===== src/rtl/row_scan_sequencer.sv =====
// Row-scan sequencer for a multiplexed LED driver. It loads dot correction, then alternates grayscale shift, latch/swap and PWM run per row.
// shift_start is registered and fires on the first cycle of each shift phase; a late shift_done stalls the display blanked.
module row_scan_sequencer #(
  parameter int ROWS      = 6,
  parameter int GSCLK_DIV = 8,
  parameter int GS_STEPS  = 4096
) (
  input  logic            clock,
  input  logic            reset,
  input  logic            dc_reload,
  input  logic            shift_done,
  output logic            shift_start,
  output logic            shift_mode,
  output logic [2:0]      shift_row,
  output logic            led_mode,
  output logic            led_xlat,
  output logic            led_blank,
  output logic            led_gsclk,
  output logic [ROWS-1:0] row_sel,
  output logic [7:0]      frame_count,
  output logic            overrun
);

  typedef enum logic [2:0] {
    IDLE,
    DC_SHIFT,
    DC_LATCH,
    PRELOAD,
    SWAP,
    RUN,
    STALL
  } state_t;

  localparam int RUN_CYCLES = GS_STEPS * GSCLK_DIV;
  localparam int CW         = $clog2(RUN_CYCLES);
  localparam int GSB        = $clog2(GSCLK_DIV) - 1;

  localparam logic [CW-1:0]   CNT_LAST = CW'(RUN_CYCLES - 1);
  localparam logic [CW-1:0]   CNT_ONE  = CW'(1);
  localparam logic [2:0]      LAST_ROW = 3'(ROWS - 1);
  localparam logic [ROWS-1:0] ROW_ONE  = {{(ROWS-1){1'b0}}, 1'b1};

  state_t          state_q, state_d;
  logic [CW-1:0]   cnt_q, cnt_d;
  logic            pending_q, pending_d;
  logic            line_ready_q, line_ready_d;
  logic [2:0]      cur_row_q, cur_row_d;
  logic [2:0]      next_row_q, next_row_d;
  logic [ROWS-1:0] row_sel_q, row_sel_d;
  logic [7:0]      frame_q, frame_d;
  logic            overrun_q, overrun_d;
  logic            start_q, start_d;
  logic            mode_q, mode_d;
  logic [2:0]      srow_q, srow_d;
  logic            dc_enter;
  logic            reload_due;

  always_ff @(posedge clock or posedge reset) begin
    if (reset) begin
      state_q      <= IDLE;
      cnt_q        <= '0;
      pending_q    <= 1'b0;
      line_ready_q <= 1'b0;
      cur_row_q    <= 3'd0;
      next_row_q   <= 3'd0;
      row_sel_q    <= '0;
      frame_q      <= 8'd0;
      overrun_q    <= 1'b0;
      start_q      <= 1'b0;
      mode_q       <= 1'b0;
      srow_q       <= 3'd0;
    end else begin
      state_q      <= state_d;
      cnt_q        <= cnt_d;
      pending_q    <= pending_d;
      line_ready_q <= line_ready_d;
      cur_row_q    <= cur_row_d;
      next_row_q   <= next_row_d;
      row_sel_q    <= row_sel_d;
      frame_q      <= frame_d;
      overrun_q    <= overrun_d;
      start_q      <= start_d;
      mode_q       <= mode_d;
      srow_q       <= srow_d;
    end
  end

  // A pending reload is honoured only once the last row of the frame has been displayed.
  assign reload_due = pending_q && (cur_row_q == LAST_ROW);

  always_comb begin
    state_d      = state_q;
    cnt_d        = cnt_q;
    line_ready_d = line_ready_q;
    cur_row_d    = cur_row_q;
    next_row_d   = next_row_q;
    row_sel_d    = row_sel_q;
    frame_d      = frame_q;
    overrun_d    = overrun_q;
    start_d      = 1'b0;
    mode_d       = mode_q;
    srow_d       = srow_q;

    case (state_q)
      IDLE:     state_d = DC_SHIFT;
      DC_SHIFT: if (shift_done) state_d = DC_LATCH;
      DC_LATCH: state_d = PRELOAD;
      PRELOAD:  if (shift_done) state_d = SWAP;
      SWAP: begin
        state_d    = RUN;
        row_sel_d  = ROW_ONE << next_row_q;
        cur_row_d  = next_row_q;
        next_row_d = (next_row_q == LAST_ROW) ? 3'd0 : 3'(next_row_q + 3'd1);
        if ((cur_row_q == LAST_ROW) && (next_row_q == 3'd0)) begin
          frame_d = 8'(frame_q + 8'd1);
        end
      end
      RUN: begin
        cnt_d = CW'(cnt_q + CNT_ONE);
        if (shift_done) line_ready_d = 1'b1;
        if (cnt_q == CNT_LAST) begin
          cnt_d = '0;
          if (line_ready_q || shift_done) begin
            line_ready_d = 1'b0;
            state_d      = reload_due ? DC_SHIFT : SWAP;
          end else begin
            overrun_d = 1'b1;
            state_d   = STALL;
          end
        end
      end
      STALL:   if (shift_done) state_d = reload_due ? DC_SHIFT : SWAP;
      default: state_d = IDLE;
    endcase

    // Dot-correction and preload phases keep the panel dark and restart the row scan at 0.
    if ((state_d == DC_SHIFT) || (state_d == DC_LATCH) || (state_d == PRELOAD)) begin
      next_row_d = 3'd0;
      row_sel_d  = '0;
    end

    dc_enter = (state_d == DC_SHIFT) && (state_q != DC_SHIFT);
    if (dc_enter) begin
      start_d = 1'b1;
      mode_d  = 1'b1;
      srow_d  = 3'd0;
    end else if ((state_q == DC_LATCH) || (state_q == SWAP)) begin
      start_d = 1'b1;
      mode_d  = 1'b0;
      srow_d  = next_row_d;
    end
  end

  assign pending_d   = dc_reload | (pending_q & ~dc_enter);

  assign shift_start = start_q;
  assign shift_mode  = mode_q;
  assign led_mode    = mode_q;
  assign shift_row   = srow_q;
  assign led_xlat    = (state_q == DC_LATCH) || (state_q == SWAP);
  assign led_blank   = (state_q != RUN);
  assign led_gsclk   = (state_q == RUN) && cnt_q[GSB];
  assign row_sel     = row_sel_q;
  assign frame_count = frame_q;
  assign overrun     = overrun_q;

endmodule


===== config.mk =====
export PLATFORM = sky130hd
export DESIGN_NAME = row_scan_sequencer
export DESIGN_NICKNAME = d
export VERILOG_FILES = /design/src/rtl/row_scan_sequencer.sv
export SDC_FILE = /design/constraint.sdc
export NUM_CORES = 1
export LEC_CHECK = 0
export ABC_AREA = 0
export ABC_CLOCK_PERIOD_IN_PS = 4700
export CORE_ASPECT_RATIO = 1.4
export CORE_MARGIN = 4
export CORE_UTILIZATION = 50
export DETAILED_ROUTE_END_ITERATION = 7
export PLACE_DENSITY = 0.73
export SYNTH_ARGS = -nofsm -noshare
export SYNTH_HDL_FRONTEND = slang
export SYNTH_SLANG_ARGS = --single-unit

===== constraint.sdc =====
create_clock -name clock -period 4.7 [get_ports clock]
set_input_delay 1.175 -clock clock [delete_from_list [all_inputs] [get_ports clock]]
set_output_delay 1.175 -clock clock [all_outputs]
set_load 0.01 [all_outputs]

* After elaboration in Yosys (flattened, before gate mapping)
Cells that the tools add are included.
** Operators by class
- Eq/ne operators :: 14
- Bitwise logic cells :: 4
- Shifts and indexed selects :: 1
- Mux-type cells :: 22
- Reductions and logical operators :: 14
- $add $sub $neg :: 3
** Operator list (number)
- $mux 3 :: 11
- $pmux 3 s7 :: 1
- $add 15x1->15 const B :: 1
- $eq 15x15->1 const B :: 1
- $eq 3x3->1 const B :: 5
- $mux 15 :: 1
- $eq 3x2->1 const B :: 4
- $mux 6 :: 2
- $add 8x1->8 const B :: 1
- $mux 1 :: 7
- $eq 3x1->1 const B :: 2
- $logic_not 3->1 :: 2
- $shl 1x3->6 const A :: 1
- $logic_and 1x1->1 :: 4
- $logic_or 1x1->1 :: 4
- $reduce_bool 2->1 :: 2
- $add 3x1->3 const B :: 1
- $ne 3x1->1 const B :: 1
- $ne 3x3->1 const B :: 1
- $reduce_and 3->1 :: 1
- $not 1->1 :: 2
- $reduce_and 2->1 :: 1
- $and 1x1->1 :: 1
- $or 1x1->1 :: 1
** Word-level totals
- Bits in registers :: 46
- Output and inout bits :: 24

* Logic depth before layout (Yosys ltp)
Gate-level depths: netlist (run 1).
- Depth after elaboration :: 12
- Depth in mapped cells :: 8
- Depth with buffers taken out :: 7

* Least setup slack after synthesis (run 1)
No wires, ideal clock.
- Kind :: input to register
- Start :: input shift_done
- End :: register next_row_q[0]
- Library setup time :: 0.139 ns
- Setup slack :: 2.166 ns
- Cell stages on the path :: 6
- Required time :: 4.561 ns
- Arrival :: 2.395 ns
- Buffers on the path :: 1
- Path through :: clkbuf_1 > maj3_1 > mux2i_1 > a31oi_1 > a211oi_2 > nor2_1
** On the way
- Word-level cells in the longest chain between the ends :: 8
- Elaborated cells on any way between the ends :: 13
** Ends and longest elaborated chain
- from (decl) :: line 11 : input logic shift_done,
- $logic_or 1x1->1 :: line 123 : if (line_ready_q || shift_done) begin
- $mux 3 :: line 123
- $mux 3 :: line 121 : if (cnt_q == CNT_LAST) begin
- $pmux 3 s7 * :: line 104 : case (state_q)
- $eq 3x1->1 or $eq 3x2->1 (tied branches) :: line 137 : if ((state_d == DC_SHIFT) || (state_d == DC_LATCH) || (state_d == PRELOAD)) begin
- $logic_or 1x1->1 :: line 137
- $logic_or 1x1->1 * :: line 137
- $mux 3 * :: line 137
- named net next_row_d[0] :: line 48 : logic [2:0] next_row_q, next_row_d;
- to (signal assigned) :: line 78 : next_row_q <= next_row_d;
- to (decl) :: line 48
The timed path passes the listed nets; every way through them passes the cells marked *.
A chain may end at the register's enable or synchronous reset.

* Worst setup path after layout (run 1)
- Start :: register state_q[0]
- End :: output led_blank
** On the way
- Word-level cells in the longest chain between the ends :: 1
** Ends and longest elaborated chain
- from (decl) :: line 43 : state_t state_q, state_d;
- from (signal assigned) :: line 73 : state_q <= state_d;
- $ne 3x3->1 :: line 161 : assign led_blank = (state_q != RUN);
- to (decl) :: line 17 : output logic led_blank,
No other way between the ends.

==> results of run 1 <==
registers in the layout, indices dropped and copies added (netlist names):
| register | flops |
|---|---|
| led_mode | 1 |
| frame_count | 8 |
| pending_q | 1 |
| cnt_q | 15 |
| state_q | 3 |
| overrun | 1 |
| next_row_q | 3 |
| shift_start | 1 |
| shift_row | 3 |
| row_sel | 6 |
| cur_row_q | 3 |
| line_ready_q | 1 |
path summary, 6_finish.rpt:
path / to / slack, ns / depth (start not counted)
setup / recovery: led_blank / 1.57 / 3
hold / removal: frame_count[7] / 0.47 / 1
setup reg to reg: frame_count[7] / 2.48 / 5
hold reg to reg: frame_count[7] / 0.47 / 1
max in group asynchronous: cnt_q[6] / 2.72 / 2
min in group asynchronous: cnt_q[10] / 1.40 / 2
metrics by stage:
stage	std cells	util [%]	hold WS, ns	cell area, um^2	setup WS (ns)
4_1_cts	304	61.33	0.4849	2621	1.553
3_5_place_dp	296	59.22	0.4733	2531	1.502
6_report	304	61.33	0.4742	2621	1.571
3_3_place_gp	296	59.22	0.4572	2531	1.515
5_1_grt	304	61.33	0.5038	2621	1.440
2_1_floorplan	220	-	0.4455	2251	2.166
worst max-delay path, cell delays in order (launching register included):
cell and delay (ns):
sky130_fd_sc_hd__dfrtp_1 0.55, sky130_fd_sc_hd__and3b_1 0.40, sky130_fd_sc_hd__inv_1 0.19, sky130_fd_sc_hd__clkdlybuf4s50_1 0.51
cells by family after synthesis:
family,Yosys count,share of synthesized area (%)
compound gates,35,10.12
xor+xnor,19,7.393
fa+ha+maj,4,2.112
buf+inv,22,4.724
flops,46,51.14
mux,4,1.834
simple gates,90,22.68
layout make-up:
type	count	area (um^2)	area share, %
Multi-Input combinational cell	152	993.5	37.90
Sequential cell	46	1151	43.91
Inverter	11	41.29	1.575
Clock buffer	5	68.82	2.625
Tap cell	60	75.07	2.864
Timing Repair Buffer	27	270.3	10.31
Clock inverter	3	21.27	0.8115
routing by layer:
| metal | global-route usage, % | wire length, um | up-vias |
|---|---|---|---|
| met4 | 6.923 | 84 | 0 |
| li1 | - | - | 790 |
| met5 | 0 | 0 | - |
| met1 | 18.78 | 1759 | 735 |
| met3 | 4.264 | 123 | 8 |
| met2 | 27.28 | 2006 | 25 |
cells in the final DEF (no fill, tap or decap), types with 3 or more instances in the layout:
master / netlist / routed
sky130_fd_sc_hd__nor2_1: 23 / 23
sky130_fd_sc_hd__clkbuf_8: 0 / 5
sky130_fd_sc_hd__and2_1: 3 / 3
sky130_fd_sc_hd__a21oi_1: 14 / 14
sky130_fd_sc_hd__nor4_4: 3 / 3
sky130_fd_sc_hd__nand2_1: 26 / 26
sky130_fd_sc_hd__o21ai_0: 6 / 6
sky130_fd_sc_hd__ha_1: 3 / 3
sky130_fd_sc_hd__inv_1: 11 / 10
sky130_fd_sc_hd__a21o_1: 3 / 3
sky130_fd_sc_hd__nand3_1: 7 / 7
sky130_fd_sc_hd__xnor2_1: 9 / 9
sky130_fd_sc_hd__xor2_1: 10 / 10
sky130_fd_sc_hd__nand4_1: 3 / 3
sky130_fd_sc_hd__and3_1: 3 / 3
sky130_fd_sc_hd__clkdlybuf4s50_1: 0 / 27
sky130_fd_sc_hd__dfrtp_1: 46 / 46
sky130_fd_sc_hd__nand2b_1: 3 / 3
sky130_fd_sc_hd__mux2i_1: 3 / 3
power breakdown:
part / switching, mW / total, mW / internal [mW] / leakage, nW
sequential: 0.0000000000000000301 / 0.395 / 0.395 / 0.545
combinational: 0.00841 / 0.0110 / 0.00257 / 0.602
clock: 0.136 / 0.241 / 0.105 / 0.0441
==> results summary, run 1 <==
The flow ran to the end, and the final reports show no timing, DRC or antenna violations. The number of H-tree levels is 2. Dividing the final minimum period by the clock period gives 66.57%. The largest clock skew in the final design is 0.008411 ns. By count the netlist is led by sky130_fd_sc_hd__dfrtp_1, sky130_fd_sc_hd__nand2_1, sky130_fd_sc_hd__nor2_1. The number of antenna violations at the first check in global routing came out at 0. For this run, asynchronously set or reset flops after synthesis account for 100.0%. The total number of yosys warnings is 0. The clock insertion delay at the later pin of the skew report came out at 0.30 ns. The number of I/O port buffers came out at 27. The required time reported for the critical path endpoint came out at 3.52 ns. The first global-routing pass estimated 7044 um of wire. The critical path data arrival time came out at 1.95 ns. The class of the most critical setup path is reg2out.

The final number of max-transition violations came out at 0. By instance count, the leading cell after synthesis is sky130_fd_sc_hd__dfrtp_1. The synthesized instance count came out at 220.

The die area came out at 5655 um^2. The worst hold path begins at frame_count[7]. Global routing consumed, over all layers together, 15.99% of the routing resources. The buffers inserted during post-CTS setup optimization came out at 0.

The minimum period implied by the final worst setup slack is 3.129 ns. Based on the critical path, the design can be clocked at up to 0.3196 GHz. The width of the die came out at 64.71 um. The number of antenna diodes in the final layout is 0. The total wire length after detailed routing is 3973 um. The post-synthesis cell area is 2251 um^2. The number of hold buffers added after cts came out at 0. The area growth from synthesis to layout came out at 16.45%.

The floorplan step set the die height to 87.39 um. In this run the remaining antenna-violating nets after routing total 0. The maximum vdd drop came out at 0.0002077 V.

The mean area per synthesized cell is 10.23 um^2. The startpoint type of the worst setup path is a register. The total overflow left after global routing is 0. The power density over the cells is 247.0 nW/um^2. Setup repair after global routing left no endpoint under its margin.

Clock tree synthesis selected as its root buffer the cell sky130_fd_sc_hd__clkbuf_8. The slew at the pin with the worst max-slew slack came out at 0.9233 ns. The via-per-instance ratio is 5.125.

The synthesized design spends more area on one cell type than any other, namely sky130_fd_sc_hd__dfrtp_1. The max-cap violation count is 0. After detailed routing, the average wire length per cell comes to 13.07 um.

The routed via count came out at 1,558. The count of cells resized by post-cts repair came out at 0. Of all nets on the critical path, the largest fanout is 12. The number of sinks handled by clock tree synthesis is 46. The clock buffer count from CTS is 5.

The completed layout was analyzed and its total power is 0.6473 mW. Setup violations remaining at the end of the flow were counted as 0. The count of flip-flops with a built-in enable after synthesis is 0. The HPWL after detailed placement is 2879 um. Sequential elements use 51.14% of the synthesized area. After synthesis the netlist holds a flip-flop and latch count of 46. The standard-cell row count came out at 28. The clock tree from TritonCTS is built. Summed over its instances, the top area cell type makes up 51.14% of the synthesized netlist area. The number of global-route vias before repair is 1,580. In this run, the number of DRC markers left after iteration 0 of detailed routing was 49. The initial core utilization came out at 52.66%.

The largest net degree at the start of global routing came out at 47. The I/O pin total is 28. The worst slew margin relative to its limit is 38.36%.

The count of unique library cells instantiated by Yosys came out at 47. The first TritonRoute pass finished after 4 iterations. The number of failing hold endpoints at the final stage is 0. Ranked by total cell area, the synthesized netlist is headed by sky130_fd_sc_hd__dfrtp_1, sky130_fd_sc_hd__nand2_1, sky130_fd_sc_hd__xor2_1. The synthesized netlist net count is 227.

The source of the critical timing path is state_q[0]. The routability-driven placement congestion ratio came out at 0.7967. The number of fill cells in the layout is 373.

The kind of capture point of the worst setup path is an output port. The proportion of layout cells with a drive suffix above 1 came out at 8.607%. After routing, the total negative slack on setup checks comes to 0 ns. In this run the worst hold path is classified as reg2reg. The clock slew seen by the registers of the worst setup and hold paths came out at 0.09 ns. The core area is 4274 um^2. In this run the critical register-to-register path is launched from state_q[0]. The maximum root-to-sink buffer count is 2. The total DRC errors in the routed layout came out at 0. The standby leakage power is 1.191 nW. The dominant register cell in the synthesized netlist is sky130_fd_sc_hd__dfrtp_1.

The final layout net count came out at 250.
(Power assumes the default switching activity.)
==> run 2: changes to the inputs <==
--- a/config.mk
+++ b/config.mk
@@ -6,12 +6,12 @@
 export NUM_CORES = 1
 export LEC_CHECK = 0
 export ABC_AREA = 0
-export ABC_CLOCK_PERIOD_IN_PS = 4700
+export ABC_CLOCK_PERIOD_IN_PS = 2850
 export CORE_ASPECT_RATIO = 1.4
 export CORE_MARGIN = 4
-export CORE_UTILIZATION = 50
+export CORE_UTILIZATION = 49
 export DETAILED_ROUTE_END_ITERATION = 7
-export PLACE_DENSITY = 0.73
+export PLACE_DENSITY = 0.75
 export SYNTH_ARGS = -nofsm -noshare
 export SYNTH_HDL_FRONTEND = slang
 export SYNTH_SLANG_ARGS = --single-unit
==> constraint.sdc (replaced) <==
create_clock -name clock -period 2.85 [get_ports clock]
set_input_delay 0.7125 -clock clock [delete_from_list [all_inputs] [get_ports clock]]
set_output_delay 0.7125 -clock clock [all_outputs]
set_load 0.01 [all_outputs]
==> results summary, run 2 (synthesis results as in run 1) <==
The buffers inserted during post-CTS setup optimization is 0 (unchanged). The cell area after placement is 2554 um^2 (was 2531 um^2). The proportion of layout cells with a drive suffix above 1 came to 9.312% (was 8.607%). The power density over the cells is 406.3 nW/um^2 (was 247.0 nW/um^2). The count of TritonRoute iterations in the first routing pass came out at 4 (unchanged). The initial core utilization came to 51.81% (was 52.66%). The part of the power in the clock network is 37.5% (was 37.2%).

The count of cells resized by post-cts repair is 0 (unchanged). Run status: finished clean (unchanged). The class of the most critical setup path is reg2out (unchanged).

The maximum fanout along the worst path came to 12 (unchanged). The clock insertion delay at the later pin of the skew report came to 0.30 ns (about the same). The violation count after the first detailed-routing iteration is 62 (was 49). The net switching power figure is 0.2217 mW (was 0.1449 mW).

The average wire per standard cell came out at 13.82 um (was 13.07 um). The number of global-route vias before repair was 1,674 (was 1,580). The largest net degree at the start of global routing is 47 (unchanged). The number of hold buffers added after cts was 0 (unchanged).

The fmax came out at 0.3743 GHz. The critical path data arrival time was 1.96 ns (was 1.95 ns). The number of nets with antenna violations after routing is 0 (unchanged). The maximum root-to-sink buffer count is 2 (unchanged). The fraction of power consumed by sequential logic is 60.7% (was 61.1%). The core area is 4344 um^2 (was 4274 um^2). Commonest cells after routing, fill and taps aside: sky130_fd_sc_hd__dfrtp_1, sky130_fd_sc_hd__clkdlybuf4s50_1, sky130_fd_sc_hd__nand2_1 (unchanged). The combinational power share came out at 1.8% (was 1.7%). The largest clock skew in the final design is 0.007857 ns (was 0.008411 ns).

The die boundary height was 88.20 um (was 87.39 um). The post-route standard cell area excluding fillers came out at 2645 um^2 (was 2621 um^2). The maximum vdd drop came out at 0.0003371 V (was 0.0002077 V). The standard-cell row count came out at 28 (unchanged). The non-filler instance count after layout came out at 307 (was 304).

The HPWL after detailed placement is 2993 um (was 2879 um). The routability-driven placement congestion ratio is 0.7685 (was 0.7967). The number of failing hold endpoints at the final stage came to 0 (unchanged). The final worst-path cycle share is 93.74%.

The startpoint type of the worst setup path is a register (unchanged). The routed via count is 1,600 (was 1,558). Subtracting the final worst setup slack from the clock period gives 2.672 ns.

The startpoint of the lowest-slack register-to-register path is state_q[0] (unchanged). The depth of the worst hold-timing path is 1 (unchanged). The worst slew margin relative to its limit is 62.62% (was 38.36%). The summed negative setup slack over all endpoints came to 0 ns (unchanged).

Worst-path cell chain: and3b_1, inv_1, clkdlybuf4s50_1 (unchanged). The final standard cell utilization of the core came to 60.89% (was 61.33%). The via-per-instance ratio came out at 5.212 (was 5.125).

The number of antenna violations at the first check in global routing came to 0 (unchanged). The number of sinks handled by clock tree synthesis came out at 46 (unchanged). The number of flip-flops under the largest register name was 15 (unchanged). The path type of the worst min-delay path was reg2reg (unchanged). The final number of max-transition violations came out at 0 (unchanged). The final count of negative-setup-slack endpoints is 0 (unchanged).

The total wire length after detailed routing was 4243 um (was 3973 um). The clock tree from TritonCTS was built (unchanged). The internal power of the cells is 0.8528 mW (was 0.5025 mW). The I/O pin total is 28 (unchanged). The leading cell type in the layout, fill and taps excluded is sky130_fd_sc_hd__dfrtp_1 (unchanged). The kind of capture point of the worst setup path is an output port (unchanged).

The register-to-register setup slack is 0.75 ns (was 2.48 ns). Unrepaired setup endpoints after global routing: false (unchanged). The net switching fraction of the power is 20.63% (was 22.38%). The clock slew seen by the registers of the worst setup and hold paths came to 0.08 ns (was 0.09 ns).

The endpoint of the most critical register-to-register path is cnt_q[13] (was frame_count[7]). The destination of the worst hold path was frame_count[7] (unchanged). The delay of the slowest cell on the worst path is 0.55 ns (about the same). The die area came out at 5757 um^2 (was 5655 um^2). The area growth from synthesis to layout came out at 17.51% (was 16.45%). The width of the die is 65.28 um (was 64.71 um). The final layout net count came out at 253 (was 250). The global-route usage over all layers came out at 16.81% (was 15.99%). The slew at the pin with the worst max-slew slack came out at 0.5556 ns (was 0.9233 ns). The max-cap violation count is 0 (unchanged).

The register with the most flip-flops is cnt_q (unchanged). The number of I/O port buffers is 27 (unchanged). The clock buffer count from CTS came to 5 (unchanged). The depth of the most critical reg-to-reg path is 6 (was 5). The root cell of the clock tree is sky130_fd_sc_hd__clkbuf_8 (unchanged).

The master of the slowest instance on the critical path is sky130_fd_sc_hd__dfrtp_1 (unchanged). The global-route wire length before repair is 7514 um (was 7044 um). The remaining global-route overflow is 0 (unchanged). The number of H-tree levels is 2 (unchanged). The standby leakage power was 1.210 nW (was 1.191 nW). The hold path startpoint is frame_count[7] (unchanged).

The count of inserted antenna diode cells came to 0 (unchanged). The required time reported for the critical path endpoint is 2.14 ns (was 3.52 ns). The count of placed standard cells including taps came out at 299 (was 296). The total DRC errors in the routed layout came to 0 (unchanged).
-- run 2: critical path: cells and delay by family (launching register included) --
family	cells	cell delay (ns)
buf+inv	2	0.70
flops	1	0.55
simple gates	1	0.41
-- run 2: layer usage --
layer / share of wire [%] / up-vias / track usage (%)
met5: 0 / - / 0
met4: 1.3 / 0 / 5.283
met3: 4.4 / 8 / 4.365
met2: 51 / 40 / 29.77
met1: 43 / 750 / 19.79
li1: - / 802 / -
-- run 2: cell type report --
| type | count | area, um^2 |
|---|---|---|
| fillers | 395 | 1699 |
| flip-flops and latches | 46 | 1151 |
| multi-input cells | 152 | 993.5 |
| repair buffers | 30 | 292.8 |
| clock buffers | 7 | 86.33 |
| well taps | 60 | 75.07 |
| inverters | 11 | 41.29 |
| clock inverters | 1 | 5.005 |
-- run 2: per-stage QoR --
stage / worst slack (ns) / power, mW / hold WS [ns]
finish: 0.1783 / 1.075 / 0.4691
global route: 0.05160 / 1.125 / 0.4973
CTS: 0.1310 / 1.093 / 0.4775
detailed placement: 0.2460 / 0.6857 / 0.4633
global placement: 0.3230 / 0.6855 / 0.4596
floorplan: 0.7784 / 0.6768 / 0.4455
-- run 2: how the worst max path moves through the flow --
stage                    start       endpoint  slack, ns  cells past startpoint
floorplan           shift_done  next_row_q[0]       0.78                      6
global placement    shift_done    shift_start       0.32                      6
detailed placement  shift_done     row_sel[5]       0.25                      7
CTS                 state_q[0]      led_blank       0.13                      3
global route        state_q[0]      led_blank       0.05                      3
finish              state_q[0]      led_blank       0.18                      3
-- run 2: power by group through the flow --
stage / Clock (mW) / Combinational (mW) / Sequential [mW]
finish: 0.403 / 0.0195 / 0.652
detailed placement: 0 / 0.0207 / 0.665
CTS: 0.421 / 0.0207 / 0.652
floorplan: 0 / 0.0118 / 0.665
global placement: 0 / 0.0205 / 0.665
global route: 0.450 / 0.0228 / 0.652
